[src/rtl/csr_trap_unit_if.sv]
`default_nettype none
// ============================================================================
// Module   : csr_trap_unit_if
// Purpose  : EX-stage bundle between the pipeline and csr_trap_unit. It
//            carries the CSR access, the MRET/SRET request, the exception
//            request, the retire and event pulses, and the
//            redirect/stall/privilege responses.
// Modports : slave  - csr_trap_unit side (consumes requests)
//            master - pipeline side (issues requests)
// Revision : 1.0 - initial release
// ============================================================================
interface csr_trap_unit_if #(
  parameter int XLEN    = 32,
  parameter int NUM_HPM = 2
);
  localparam int c_hpm_w = (NUM_HPM > 0) ? NUM_HPM : 1;

  logic               csr_valid;
  logic [1:0]         csr_op;
  logic [11:0]        csr_addr;
  logic [XLEN-1:0]    csr_wsrc;
  logic [1:0]         priv_ret;
  logic               trap_req;
  logic [XLEN-1:0]    trap_cause;
  logic [XLEN-1:0]    trap_pc;
  logic [XLEN-1:0]    trap_tval;
  logic               instr_retire;
  logic [c_hpm_w-1:0] hpm_event;
  logic [XLEN-1:0]    csr_rdata;
  logic               illegal_csr;
  logic               redirect_valid;
  logic [XLEN-1:0]    redirect_pc;
  logic               stall;
  logic [1:0]         priv_mode;

  modport slave (
    input  csr_valid, csr_op, csr_addr, csr_wsrc, priv_ret, trap_req,
           trap_cause, trap_pc, trap_tval, instr_retire, hpm_event,
    output csr_rdata, illegal_csr, redirect_valid, redirect_pc, stall,
           priv_mode
  );

  modport master (
    output csr_valid, csr_op, csr_addr, csr_wsrc, priv_ret, trap_req,
           trap_cause, trap_pc, trap_tval, instr_retire, hpm_event,
    input  csr_rdata, illegal_csr, redirect_valid, redirect_pc, stall,
           priv_mode
  );
endinterface
`default_nettype wire

[src/rtl/csr_trap_unit.sv]
`default_nettype none
// ============================================================================
// Module   : csr_trap_unit
// Purpose  : Machine CSR file, CSRRW/CSRRS/CSRRC execution with illegal
//            access detection, three-state trap entry sequencer, MRET/SRET,
//            privilege mode and cycle/instret/hpm counters.
// Ports    : clk, rstn (async, active low)
//            bus (csr_trap_unit_if.slave): CSR access in, csr_rdata and
//            illegal_csr out; trap/priv_ret requests in; redirect_valid,
//            redirect_pc, stall and priv_mode out.
// Options  : CSR_SMODE_EN - adds supervisor CSRs, medeleg, delegated traps
//            and SRET.
// Revision : 1.0 - initial release
// ============================================================================
module csr_trap_unit #(
  parameter int              XLEN        = 32,
  parameter int              NUM_HPM     = 2,
  parameter logic [XLEN-1:0] MTVEC_RESET = '0,
  parameter int              CYCLE_W     = 64
) (
  input  logic           clk,
  input  logic           rstn,
  csr_trap_unit_if.slave bus
);
`ifdef CSR_SMODE_EN
  localparam bit c_smode = 1'b1;
`else
  localparam bit c_smode = 1'b0;
`endif
  localparam int  c_ncnt  = NUM_HPM + 2;   // mcycle, minstret, hpm3..
  localparam bit  c_split = (XLEN == 32);
  localparam int  c_lg    = $clog2(XLEN);
  localparam logic [1:0] c_st_idle = 2'd0, c_st_trap_wr = 2'd1, c_st_trap_jmp = 2'd2;
  localparam logic [1:0] c_op_rw = 2'b01, c_op_rs = 2'b10, c_op_rc = 2'b11;
  localparam logic [1:0] c_prv_u = 2'b00, c_prv_s = 2'b01, c_prv_m = 2'b11;
  localparam logic [11:0] c_a_mstatus = 12'h300, c_a_medeleg = 12'h302,
    c_a_mtvec = 12'h305, c_a_mepc = 12'h341, c_a_mcause = 12'h342,
    c_a_mtval = 12'h343, c_a_sstatus = 12'h100, c_a_stvec = 12'h105,
    c_a_sepc = 12'h141, c_a_scause = 12'h142, c_a_stval = 12'h143,
    c_a_satp = 12'h180, c_a_mcycle = 12'hB00, c_a_mcycleh = 12'hB80,
    c_a_cycle = 12'hC00;
  localparam logic [XLEN-1:0] c_sstatus_mask = XLEN'(12'h122);  // SIE, SPIE, SPP

  logic [1:0]      r_state, r_priv, r_mpp;
  logic            r_mie, r_mpie, r_sie, r_spie, r_spp, r_trap_s, r_redir_valid;
  logic [XLEN-1:0] r_mepc, r_mcause, r_mtval, r_mtvec, r_redir_pc;
  logic [XLEN-1:0] r_sepc, r_scause, r_stval, r_stvec, r_satp, r_medeleg;
  logic [CYCLE_W-1:0] r_cnt [c_ncnt];

  logic [XLEN-1:0]    w_mstatus, w_rdata, w_new, w_cnt_rdata;
  logic [XLEN-1:0]    w_tvec, w_tcause, w_tbase, w_target;
  logic [2*XLEN-1:0]  w_cnt_ext, w_cnt_tmp;
  logic [CYCLE_W-1:0] w_cnt_val, w_cnt_wval;
  logic [c_ncnt-1:0]  w_cnt_sel, w_inc;
  logic w_impl, w_cnt_hit, w_cnt_hi, w_wr_try, w_illegal, w_accept, w_wr_en;
  logic w_mret, w_sret, w_deleg;

  // Counter address offset: mcycle at +0, minstret at +2, hpm3.. from +3.
  function automatic logic [11:0] cnt_off(input int i);
    return (i == 0) ? 12'd0 : 12'(i + 1);
  endfunction

  function automatic logic [XLEN-1:0] tvec_warl(input logic [XLEN-1:0] v);
    return {v[XLEN-1:2], (v[1:0] == 2'b01) ? 2'b01 : 2'b00};
  endfunction

  // MPP=10 is never legal; MPP=01 only exists when S mode does.
  function automatic logic [1:0] mpp_warl(input logic [1:0] v);
    if (v == 2'b10 || (v == c_prv_s && !c_smode)) return c_prv_u;
    return v;
  endfunction

  always_comb begin
    w_mstatus        = '0;
    w_mstatus[1]     = r_sie;
    w_mstatus[3]     = r_mie;
    w_mstatus[5]     = r_spie;
    w_mstatus[7]     = r_mpie;
    w_mstatus[8]     = r_spp;
    w_mstatus[12:11] = r_mpp;
  end

  // Counter decode: selects one counter and which half the address names.
  always_comb begin
    w_cnt_hit = 1'b0;
    w_cnt_hi  = 1'b0;
    w_cnt_sel = '0;
    w_cnt_val = '0;
    for (int i = 0; i < c_ncnt; i++) begin
      if (bus.csr_addr == c_a_mcycle + cnt_off(i) || bus.csr_addr == c_a_cycle + cnt_off(i)) begin
        w_cnt_hit    = 1'b1;
        w_cnt_sel[i] = 1'b1;
        w_cnt_val    = r_cnt[i];
      end
      if (c_split && bus.csr_addr == c_a_mcycleh + cnt_off(i)) begin
        w_cnt_hit    = 1'b1;
        w_cnt_hi     = 1'b1;
        w_cnt_sel[i] = 1'b1;
        w_cnt_val    = r_cnt[i];
      end
    end
    w_cnt_ext                = '0;
    w_cnt_ext[CYCLE_W-1:0]   = w_cnt_val;
    w_cnt_rdata = w_cnt_hi ? w_cnt_ext[2*XLEN-1:XLEN] : w_cnt_ext[XLEN-1:0];
  end

  // Replacement value for a counter write: only the addressed half changes.
  always_comb begin
    w_cnt_tmp = w_cnt_ext;
    if (w_cnt_hi) w_cnt_tmp[2*XLEN-1:XLEN] = w_new;
    else          w_cnt_tmp[XLEN-1:0]      = w_new;
    w_cnt_wval = w_cnt_tmp[CYCLE_W-1:0];
  end

  always_comb begin
    w_impl  = 1'b1;
    w_rdata = '0;
    case (bus.csr_addr)
      c_a_mstatus: w_rdata = w_mstatus;
      c_a_mtvec:   w_rdata = r_mtvec;
      c_a_mepc:    w_rdata = r_mepc;
      c_a_mcause:  w_rdata = r_mcause;
      c_a_mtval:   w_rdata = r_mtval;
      c_a_sstatus: begin w_impl = c_smode; w_rdata = w_mstatus & c_sstatus_mask; end
      c_a_stvec:   begin w_impl = c_smode; w_rdata = r_stvec;   end
      c_a_sepc:    begin w_impl = c_smode; w_rdata = r_sepc;    end
      c_a_scause:  begin w_impl = c_smode; w_rdata = r_scause;  end
      c_a_stval:   begin w_impl = c_smode; w_rdata = r_stval;   end
      c_a_satp:    begin w_impl = c_smode; w_rdata = r_satp;    end
      c_a_medeleg: begin w_impl = c_smode; w_rdata = r_medeleg; end
      default: begin
        w_impl  = w_cnt_hit;
        w_rdata = w_cnt_hit ? w_cnt_rdata : '0;
      end
    endcase
  end

  always_comb begin
    case (bus.csr_op)
      c_op_rw: w_new = bus.csr_wsrc;
      c_op_rs: w_new = w_rdata | bus.csr_wsrc;
      c_op_rc: w_new = w_rdata & ~bus.csr_wsrc;
      default: w_new = w_rdata;
    endcase
  end

  // RS/RC with a zero source never write, so they may read read-only CSRs.
  assign w_wr_try  = (bus.csr_op == c_op_rw) ||
                     ((bus.csr_op == c_op_rs || bus.csr_op == c_op_rc) && bus.csr_wsrc != '0);
  assign w_illegal = bus.csr_valid && (!w_impl || (bus.csr_addr[9:8] > r_priv) ||
                     (bus.csr_addr[11:10] == 2'b11 && w_wr_try));
  assign w_accept  = (r_state == c_st_idle) && !bus.trap_req;
  assign w_wr_en   = w_accept && bus.priv_ret == 2'b00 && bus.csr_valid && !w_illegal && w_wr_try;
  assign w_mret    = w_accept && bus.priv_ret == 2'b01 && r_priv == c_prv_m;
  assign w_sret    = c_smode && w_accept && bus.priv_ret == 2'b10 && r_priv != c_prv_u;
  // Only exception causes below XLEN can index medeleg; interrupts stay in M.
  assign w_deleg   = c_smode && r_priv != c_prv_m && ((bus.trap_cause >> c_lg) == '0) &&
                     r_medeleg[bus.trap_cause[c_lg-1:0]];

  assign w_tvec   = r_trap_s ? r_stvec : r_mtvec;
  assign w_tcause = r_trap_s ? r_scause : r_mcause;
  assign w_tbase  = {w_tvec[XLEN-1:2], 2'b00};
  assign w_target = (w_tvec[1:0] == 2'b01 && w_tcause[XLEN-1]) ?
                    w_tbase + {w_tcause[XLEN-3:0], 2'b00} : w_tbase;

  always_ff @(posedge clk or negedge rstn) begin
    if (!rstn) begin
      r_state <= c_st_idle;     r_priv <= c_prv_m;    r_trap_s <= 1'b0;
      r_mie <= 1'b0;  r_mpie <= 1'b0;  r_mpp <= c_prv_u;
      r_sie <= 1'b0;  r_spie <= 1'b0;  r_spp <= 1'b0;
      r_mepc <= '0;   r_mcause <= '0;  r_mtval <= '0;  r_mtvec <= MTVEC_RESET;
      r_sepc <= '0;   r_scause <= '0;  r_stval <= '0;  r_stvec <= '0;
      r_satp <= '0;   r_medeleg <= '0;
      r_redir_valid <= 1'b0;    r_redir_pc <= '0;
    end else begin
      r_redir_valid <= 1'b0;
      case (r_state)
        c_st_idle: begin
          if (bus.trap_req) begin
            r_state  <= c_st_trap_wr;
            r_trap_s <= w_deleg;
            if (w_deleg) begin
              r_sepc   <= {bus.trap_pc[XLEN-1:2], 2'b00};
              r_scause <= bus.trap_cause;
              r_stval  <= bus.trap_tval;
              r_spie   <= r_sie;
              r_sie    <= 1'b0;
              r_spp    <= r_priv[0];
              r_priv   <= c_prv_s;
            end else begin
              r_mepc   <= {bus.trap_pc[XLEN-1:2], 2'b00};
              r_mcause <= bus.trap_cause;
              r_mtval  <= bus.trap_tval;
              r_mpie   <= r_mie;
              r_mie    <= 1'b0;
              r_mpp    <= r_priv;
              r_priv   <= c_prv_m;
            end
          end else if (w_mret) begin
            r_priv <= r_mpp;  r_mie <= r_mpie;  r_mpie <= 1'b1;  r_mpp <= c_prv_u;
            r_redir_valid <= 1'b1;
            r_redir_pc    <= r_mepc;
          end else if (w_sret) begin
            r_priv <= {1'b0, r_spp};  r_sie <= r_spie;  r_spie <= 1'b1;  r_spp <= 1'b0;
            r_redir_valid <= 1'b1;
            r_redir_pc    <= r_sepc;
          end else if (w_wr_en) begin
            case (bus.csr_addr)
              c_a_mstatus: begin
                r_mie  <= w_new[3];
                r_mpie <= w_new[7];
                r_mpp  <= mpp_warl(w_new[12:11]);
                if (c_smode) begin
                  r_sie <= w_new[1];  r_spie <= w_new[5];  r_spp <= w_new[8];
                end
              end
              c_a_sstatus: begin
                r_sie <= w_new[1];  r_spie <= w_new[5];  r_spp <= w_new[8];
              end
              c_a_mtvec:   r_mtvec   <= tvec_warl(w_new);
              c_a_mepc:    r_mepc    <= {w_new[XLEN-1:2], 2'b00};
              c_a_mcause:  r_mcause  <= w_new;
              c_a_mtval:   r_mtval   <= w_new;
              c_a_stvec:   r_stvec   <= tvec_warl(w_new);
              c_a_sepc:    r_sepc    <= {w_new[XLEN-1:2], 2'b00};
              c_a_scause:  r_scause  <= w_new;
              c_a_stval:   r_stval   <= w_new;
              c_a_satp:    r_satp    <= w_new;
              c_a_medeleg: r_medeleg <= w_new;
              default: ;
            endcase
          end
        end
        c_st_trap_wr: begin
          r_state       <= c_st_trap_jmp;
          r_redir_valid <= 1'b1;
          r_redir_pc    <= w_target;
        end
        c_st_trap_jmp: r_state <= c_st_idle;
        default:       r_state <= c_st_idle;
      endcase
    end
  end

  assign w_inc[0] = 1'b1;
  assign w_inc[1] = bus.instr_retire;
  generate
    if (NUM_HPM > 0) begin : g_hpm_inc
      assign w_inc[c_ncnt-1:2] = bus.hpm_event[NUM_HPM-1:0];
    end
  endgenerate

  // A CSR write to a counter replaces that cycle's increment entirely.
  always_ff @(posedge clk or negedge rstn) begin
    if (!rstn) begin
      for (int i = 0; i < c_ncnt; i++) r_cnt[i] <= '0;
    end else begin
      for (int i = 0; i < c_ncnt; i++) begin
        if (w_wr_en && w_cnt_sel[i]) r_cnt[i] <= w_cnt_wval;
        else if (w_inc[i])           r_cnt[i] <= r_cnt[i] + CYCLE_W'(1);
      end
    end
  end

  assign bus.csr_rdata      = w_rdata;
  assign bus.illegal_csr    = w_illegal;
  assign bus.redirect_valid = r_redir_valid;
  assign bus.redirect_pc    = r_redir_pc;
  assign bus.stall          = (r_state == c_st_trap_wr);
  assign bus.priv_mode      = r_priv;
endmodule
`default_nettype wire

[src/flat_wrapper.sv]
// flat-port wrapper written by rule: the top's interface ports become plain ports
module csr_trap_unit_flat 
#(
  parameter int              XLEN        = 32,
  parameter int              NUM_HPM     = 2,
  parameter logic [XLEN-1:0] MTVEC_RESET = '0,
  parameter int              CYCLE_W     = 64
)
  (clk, rstn, bus_csr_valid, bus_csr_op, bus_csr_addr, bus_csr_wsrc, bus_priv_ret, bus_trap_req, bus_trap_cause, bus_trap_pc, bus_trap_tval, bus_instr_retire, bus_hpm_event, bus_csr_rdata, bus_illegal_csr, bus_redirect_valid, bus_redirect_pc, bus_stall, bus_priv_mode);
  csr_trap_unit_if #(.XLEN(XLEN), .NUM_HPM(NUM_HPM)) bus_i ();
  input  logic clk;
  input  logic rstn;
  input wire logic [$bits(bus_i.csr_valid)-1:0] bus_csr_valid;
  input wire logic [$bits(bus_i.csr_op)-1:0] bus_csr_op;
  input wire logic [$bits(bus_i.csr_addr)-1:0] bus_csr_addr;
  input wire logic [$bits(bus_i.csr_wsrc)-1:0] bus_csr_wsrc;
  input wire logic [$bits(bus_i.priv_ret)-1:0] bus_priv_ret;
  input wire logic [$bits(bus_i.trap_req)-1:0] bus_trap_req;
  input wire logic [$bits(bus_i.trap_cause)-1:0] bus_trap_cause;
  input wire logic [$bits(bus_i.trap_pc)-1:0] bus_trap_pc;
  input wire logic [$bits(bus_i.trap_tval)-1:0] bus_trap_tval;
  input wire logic [$bits(bus_i.instr_retire)-1:0] bus_instr_retire;
  input wire logic [$bits(bus_i.hpm_event)-1:0] bus_hpm_event;
  output wire logic [$bits(bus_i.csr_rdata)-1:0] bus_csr_rdata;
  output wire logic [$bits(bus_i.illegal_csr)-1:0] bus_illegal_csr;
  output wire logic [$bits(bus_i.redirect_valid)-1:0] bus_redirect_valid;
  output wire logic [$bits(bus_i.redirect_pc)-1:0] bus_redirect_pc;
  output wire logic [$bits(bus_i.stall)-1:0] bus_stall;
  output wire logic [$bits(bus_i.priv_mode)-1:0] bus_priv_mode;
  assign bus_i.csr_valid = bus_csr_valid;
  assign bus_i.csr_op = bus_csr_op;
  assign bus_i.csr_addr = bus_csr_addr;
  assign bus_i.csr_wsrc = bus_csr_wsrc;
  assign bus_i.priv_ret = bus_priv_ret;
  assign bus_i.trap_req = bus_trap_req;
  assign bus_i.trap_cause = bus_trap_cause;
  assign bus_i.trap_pc = bus_trap_pc;
  assign bus_i.trap_tval = bus_trap_tval;
  assign bus_i.instr_retire = bus_instr_retire;
  assign bus_i.hpm_event = bus_hpm_event;
  assign bus_csr_rdata = bus_i.csr_rdata;
  assign bus_illegal_csr = bus_i.illegal_csr;
  assign bus_redirect_valid = bus_i.redirect_valid;
  assign bus_redirect_pc = bus_i.redirect_pc;
  assign bus_stall = bus_i.stall;
  assign bus_priv_mode = bus_i.priv_mode;
  csr_trap_unit #(.XLEN(XLEN), .NUM_HPM(NUM_HPM), .MTVEC_RESET(MTVEC_RESET), .CYCLE_W(CYCLE_W)) u_core (.clk(clk), .rstn(rstn), .bus(bus_i));
endmodule
[config.mk]
export PLATFORM = sky130hd
export DESIGN_NAME = csr_trap_unit_flat
export DESIGN_NICKNAME = d
export VERILOG_FILES = /design/src/rtl/csr_trap_unit_if.sv /design/src/rtl/csr_trap_unit.sv /design/src/flat_wrapper.sv
export SDC_FILE = /design/constraint.sdc
export NUM_CORES = 2
export LEC_CHECK = 0
export ABC_CLOCK_PERIOD_IN_PS = 4300
export CAP_MARGIN = 5
export CORE_ASPECT_RATIO = 1.75
export CORE_MARGIN = 10
export CORE_UTILIZATION = 43
export DETAILED_ROUTE_END_ITERATION = 8
export PLACE_DENSITY_LB_ADDON = 0.2
export SYNTH_ARGS = -nofsm -noshare
export SYNTH_HDL_FRONTEND = slang
export SYNTH_SLANG_ARGS = --single-unit
export TNS_END_PERCENT = 10
[constraint.sdc]
create_clock -name clk -period 4.3 [get_ports clk]
set_clock_uncertainty 0.2 [all_clocks]
set_input_delay 0.645 -clock clk [delete_from_list [all_inputs] [get_ports clk]]
set_output_delay 0.645 -clock clk [all_outputs]
set_load 0.01 [all_outputs]
# ---- Word level (Yosys, flattened, before mapping)
# Index checks and enable logic that the tools add are counted.
dict set report op_classes {
  n_bitwise 5
  eq_ne 39
  n_addsub 5
  n_reduce_logical 57
  muxes 84
  magnitude_cmp 1
}
# op n
set op_table {}
lappend op_table {{64-bit 2-to-1 mux} 15}
lappend op_table {{32-bit 2-to-1 mux} 19}
lappend op_table {{32-bit case mux with 12 select lines} 1}
lappend op_table {{64-bit by 1-bit adder with 64-bit output (second input constant)} 4}
lappend op_table {{12-bit equality test (second input constant)} 12}
lappend op_table {{32-bit case mux with 3 select lines} 1}
lappend op_table {{12-bit by 10-bit equality test with 1-bit output (second input constant)} 6}
lappend op_table {{12-bit by 9-bit equality test with 1-bit output (second input constant)} 6}
lappend op_table {{32-bit case mux with 2 select lines} 1}
lappend op_table {{5-bit AND reduction} 8}
lappend op_table {{1-bit 2-to-1 mux} 35}
lappend op_table {{32-bit adder} 1}
lappend op_table {{32-bit bitwise AND} 1}
lappend op_table {{32-bit NOT} 1}
lappend op_table {{32-bit OR} 1}
lappend op_table {{32-bit nonzero test} 1}
lappend op_table {{2-bit 2-to-1 mux} 9}
lappend op_table {{2-bit nonzero test} 9}
lappend op_table {{1-bit logical AND} 15}
lappend op_table {{2-bit by 1-bit equality test with 1-bit output (second input constant)} 6}
lappend op_table {{4-bit AND reduction} 3}
lappend op_table {{2-bit equality test (second input constant)} 5}
lappend op_table {{1-bit logical OR} 9}
lappend op_table {{7-bit OR reduction} 1}
lappend op_table {{12 further kinds} 21}
dict set report word_totals {
  wordCells 215
  register_bits 618
  inputBits 151
}

# ---- Depth between registers and ports, before layout
dict set report logic_depth {
  ltp_word 28
  depth_mapped 13
}

# ---- Worst setup path before layout
# OpenSTA, ideal clock, no wires.
dict set report synth_timing {
  path_type {input-to-output}
  from {input port bus_csr_addr[3]}
  to {output port bus_csr_rdata[10]}
  arrival_time_ns 2.984
  required_time_ns 3.455
  cell_stages 12
  n_path_buf 7
  slack_ns 0.471
  path_cell_list {buf_2 -> buf_1 -> a21oi_1 -> nand4b_1 -> buf_2 -> buf_2 -> clkbuf_1 -> buf_2 -> clkbuf_1 -> o211ai_1 -> o21ai_0 -> nand2_1}
}
dict set report synth_between {
  elab_chain_len 13
  word_cells_on_any_way 51
  cone_classes {24 x eq/ne; 23 x mux; 4 x reduce/logical}
}
# element line_no
set synth_lines {}
lappend synth_lines {{from (decl)} flat_wrapper.sv:15} ;# input wire logic [$bits(bus_i.csr_addr)-1:0] bus_csr_addr;
lappend synth_lines {{12-bit equality test} csr_trap_unit.sv:90} ;# if (bus.csr_addr == c_a_mcycle + cnt_off(i) || bus.csr_addr == c_a_cycle + cnt_off(i)) begin
lappend synth_lines {{1-bit logical OR} csr_trap_unit.sv:90}
lappend synth_lines {{64-bit 2-to-1 mux} csr_trap_unit.sv:90}
lappend synth_lines {{64-bit 2-to-1 mux} csr_trap_unit.sv:95} ;# if (c_split && bus.csr_addr == c_a_mcycleh + cnt_off(i)) begin
lappend synth_lines {{64-bit 2-to-1 mux} csr_trap_unit.sv:90}
lappend synth_lines {{64-bit 2-to-1 mux} csr_trap_unit.sv:95}
lappend synth_lines {{64-bit 2-to-1 mux} csr_trap_unit.sv:90}
lappend synth_lines {{64-bit 2-to-1 mux} csr_trap_unit.sv:95}
lappend synth_lines {{64-bit 2-to-1 mux} csr_trap_unit.sv:90}
lappend synth_lines {{64-bit 2-to-1 mux} csr_trap_unit.sv:95}
lappend synth_lines {{32-bit 2-to-1 mux} csr_trap_unit.sv:104} ;# w_cnt_rdata = w_cnt_hi ? w_cnt_ext[2*XLEN-1:XLEN] : w_cnt_ext[XLEN-1:0];
lappend synth_lines {{32-bit 2-to-1 mux} csr_trap_unit.sv:133} ;# w_rdata = w_cnt_hit ? w_cnt_rdata : '0;
lappend synth_lines {{32-bit case mux with 12 select lines *} csr_trap_unit.sv:118} ;# case (bus.csr_addr)
lappend synth_lines {{to (decl)} flat_wrapper.sv:24} ;# output wire logic [$bits(bus_i.csr_rdata)-1:0] bus_csr_rdata;
# Every way passes the cells marked *; elsewhere a longest branch is shown, timed or not.

# ---- Final worst setup path
dict set report layout_timing {
  from {input port bus_csr_addr[6]}
  to {output port bus_csr_rdata[14]}
}
# Same word-level chain as after synthesis.

==> out/results.ini <==
[power_and_ir_drop]
leakage_nw = 20.96
vdd_drop_max_mv = 0.4114
power_mw = 15.41
power_density_mw_per_mm2 = 329.6

[grt]
antenna_found_initial = 5
grt_max_degree = 104
grt.total_usage_pct = 38.13
grt-ovfl-total = 0
grt_pass1_vias = 36830
grt_pass1_wl_um = 267100

[finish]
seqCellArea_sq_mm = 0.01532
area_growth_pct = 27.76
instances_no_fill = 5809
nets = 4870
final_core_util_pct = 55.34
multi_input_area_sq_mm = 0.01950
drive_above_1_share_pct = 19.80
nFillCells = 7912

[min_path]
holdCritPathClass = flop to flop

[flow_run]
maxCapViolCount = 0

[clock_tree]
insertion_delay_ns = 0.68
clk_path_buf_depth = 3
clock-sinks = 612
cts_tree = built
htreeDepth = 2
cts.clk_slew.worst_paths_ns = 0.06
root_buffer = clkbuf_16
cts_buffers = 61

[synthesis]
synthAdderAreaFrac_pct = 1.251
synth_compound_area_share_pct = 20.41
ys_ff_latch = 612
synth_ff_type = dfrtp_1
synth.distinct_cells = 115
synthMuxAreaShare_pct = 4.700
ys_warn_count = 0
syn_inst = 4201
synth_top_family_by_area = compound AO/OA/AOI/OAI gates
syn_area_sq_mm = 0.03661
syn-mean-instance-area_sq_um = 8.714
synth_edf_count = 0
synth-xor-area-share_pct = 6.795
ys_seq_area_share_pct = 41.84
yosys.area_share.simple_pct = 19.05
synth-async-reset-ratio_pct = 100.0

[run_status]
violations = setup timing
status = complete, but fails checks

[critical_path]
crit_type = input pin to output pin
crit_path_top_delay_cell = clkdlybuf4s50_1
crit_path_start_kind = input pin
crit_fanout = 14
cp-end-kind = output pin
worstPathArrival_ns = 3.63
cpMostUsedCell = buf_4
worstPathRequired_ns = 3.45
max_stage_delay_ns = 0.54
timing.critical_path.cells = clkdlybuf4s50_1 -> buf_4 -> nor4_1 -> buf_4 -> and3_1 -> o21ai_0 -> and4_2 -> o21ai_0 -> buf_4 -> clkdlybuf4s50_1

[die]
die-width_um = 240.6
fp.coreArea_sq_mm = 0.08450
initial_utilization_pct = 43.32
rows = 141
die_area_sq_mm = 0.09766
ioPinCount = 220
fp.dieH_um = 406.0

[sta]
fmax_ghz = 0.2233
rsz0062_at_grt = yes
tightest_slew_ns = 1.205
finalSetupViolations = 14
fin_hold_ws_ns = 0.1730
maxSlewHeadroom_pct = 19.68
hold_violations = 0
slew_viol_final = 0
period_share_pct = 104.1
min_period_ns = 4.478
setup_ws_ns = -0.1776

[routing]
wl_met3_um = 12230
viasPerCell = 6.299
top_layer_used = met5
drc = 0
vias = 36590
drtPass1Iterations = 6
wl_per_cell_um = 32.54
met1_length_um = 66940
met2WireLength_um = 92000
drtIter0Drc = 3791
ant_nets = 0
finalWirelength_um = 189000

[place]
place.gp.congestion = 1.028
dp_hpwl_um = 149900
dp_slack_ns = -0.4757
dp_cells = 5683
port_buffers = 215

-- flip-flops by register name, indices dropped and copies added (netlist names), 31 cells and up --
| signal | cells |
|---|---|
| u_core.r_cnt | 256 |
| u_core.r_mcause | 32 |
| u_core.r_medeleg | 32 |
| u_core.r_mtval | 32 |
| u_core.r_mtvec | 31 |
| u_core.r_satp | 32 |
| u_core.r_scause | 32 |
| u_core.r_stval | 32 |
| u_core.r_stvec | 31 |
-- cell usage after synthesis, types with 44 or more instances --
| cell | n | area, sq um |
|---|---|---|
| clkbuf_1 | 332 | 1246 |
| buf_2 | 89 | 445.4 |
| nor3_1 | 67 | 335.3 |
| xnor2_1 | 200 | 1752 |
| mux2i_1 | 119 | 1191 |
| dfrtp_1 | 610 | 15260 |
| inv_1 | 79 | 296.5 |
| a21oi_1 | 328 | 1642 |
| xor2_1 | 84 | 735.7 |
| nand4_1 | 81 | 506.7 |
| o21ai_0 | 221 | 1106 |
| nor2_1 | 393 | 1475 |
| and3_1 | 82 | 513.0 |
| a31oi_1 | 47 | 294.0 |
| a22oi_1 | 62 | 465.5 |
| nand2_1 | 457 | 1715 |
| nand3_1 | 142 | 710.7 |
| mux2_2 | 44 | 495.5 |
-- per-stage QoR --
stage	cell area, sq um	TNS (ns)
after floorplan	36610	0
after global placement	44250	-38.73
after detailed placement	44250	-37.16
after CTS	46680	-1.776
after global routing	46760	-2.188
final	46770	-0.6927
-- layer usage --
| layer | GRT usage, % | up-vias |
|---|---|---|
| met1 | 42.03 | 18100 |
| met4 | 30.77 | 4 |
| li1 | - | 16000 |
| met3 | 5.370 | 594 |
| met5 | 0 | - |
| met2 | 64.75 | 1895 |
-- power by group --
group          switching (mW)  internal [mW]  total [mW]
clock                    2.58           3.45        6.02
sequential              0.499           6.20        6.70
combinational            1.52           1.17        2.69
-- logic make-up after synthesis --
kind of cell / after synthesis
simple gates: 1440
flops: 612
buf+inv: 532
compound gates: 1130
other cells: 1
xor+xnor: 284
mux: 166
fa+ha+maj: 36
-- cell type report --
type	count	share of cell area (%)
Multi-Input combinational cell	3058	41.69
Tap cell	1072	2.868
Inverter	79	0.6341
Clock buffer	83	3.807
Antenna cell	4	0.02140
Timing Repair Buffer	871	17.31
Sequential cell	612	32.75
Clock inverter	30	0.9150
-- cells in the final DEF, fill, tap and decap left out, types with 46 or more instances in the layout --
| cell | n |
|---|---|
| a21oi_1 | 327 |
| a22oi_1 | 62 |
| a31oi_1 | 47 |
| and3_1 | 81 |
| buf_12 | 79 |
| buf_4 | 567 |
| clkbuf_16 | 62 |
| clkdlybuf4s50_1 | 173 |
| dfrtp_1 | 610 |
| inv_1 | 78 |
| mux2i_1 | 116 |
| nand2_1 | 455 |
| nand3_1 | 142 |
| nand4_1 | 81 |
| nor2_1 | 387 |
| nor3_1 | 64 |
| o21ai_0 | 214 |
| o21ai_1 | 46 |
| xnor2_1 | 200 |
| xor2_1 | 84 |
-- path summary, 6_finish.rpt --
check,end,slack [ns],depth (start not counted),from
setup / recovery,bus_csr_rdata[14],-0.18,10,bus_csr_addr[6]
hold / removal,u_core.r_medeleg[14]$_DFFE_PN0P_,0.17,0,u_core.r_medeleg[14]$_DFFE_PN0P_
setup reg to reg,u_core.bus.redirect_pc[28]$_DFFE_PN0P_,0.38,11,u_core.r_mcause[0]$_DFFE_PN0P_
hold reg to reg,u_core.r_medeleg[14]$_DFFE_PN0P_,0.17,0,u_core.r_medeleg[14]$_DFFE_PN0P_
max in group asynchronous,u_core.r_cnt[115]$_DFFE_PN0P_,2.44,3,rstn
min in group asynchronous,u_core.r_cnt[129]$_DFFE_PN0P_,0.37,2,rstn
-- critical path, delay by kind of cell --
family	cells	cell delay, ns
compound gates	2	0.22
simple gates	3	1.08
buf+inv	5	1.69
-- repair_timing --
action / CTS / global route
gates cloned: 1 / 0
pin swaps: 6 / 5
endpoints found under the setup margin: 32 / 30
hold endpoints to repair: 71 / 0
gates resized for setup: 79 / 17
hold buffers: 1 / 0
buffers inserted: 4 / 3
No activity file was read; power rests on OpenSTA's default activity.
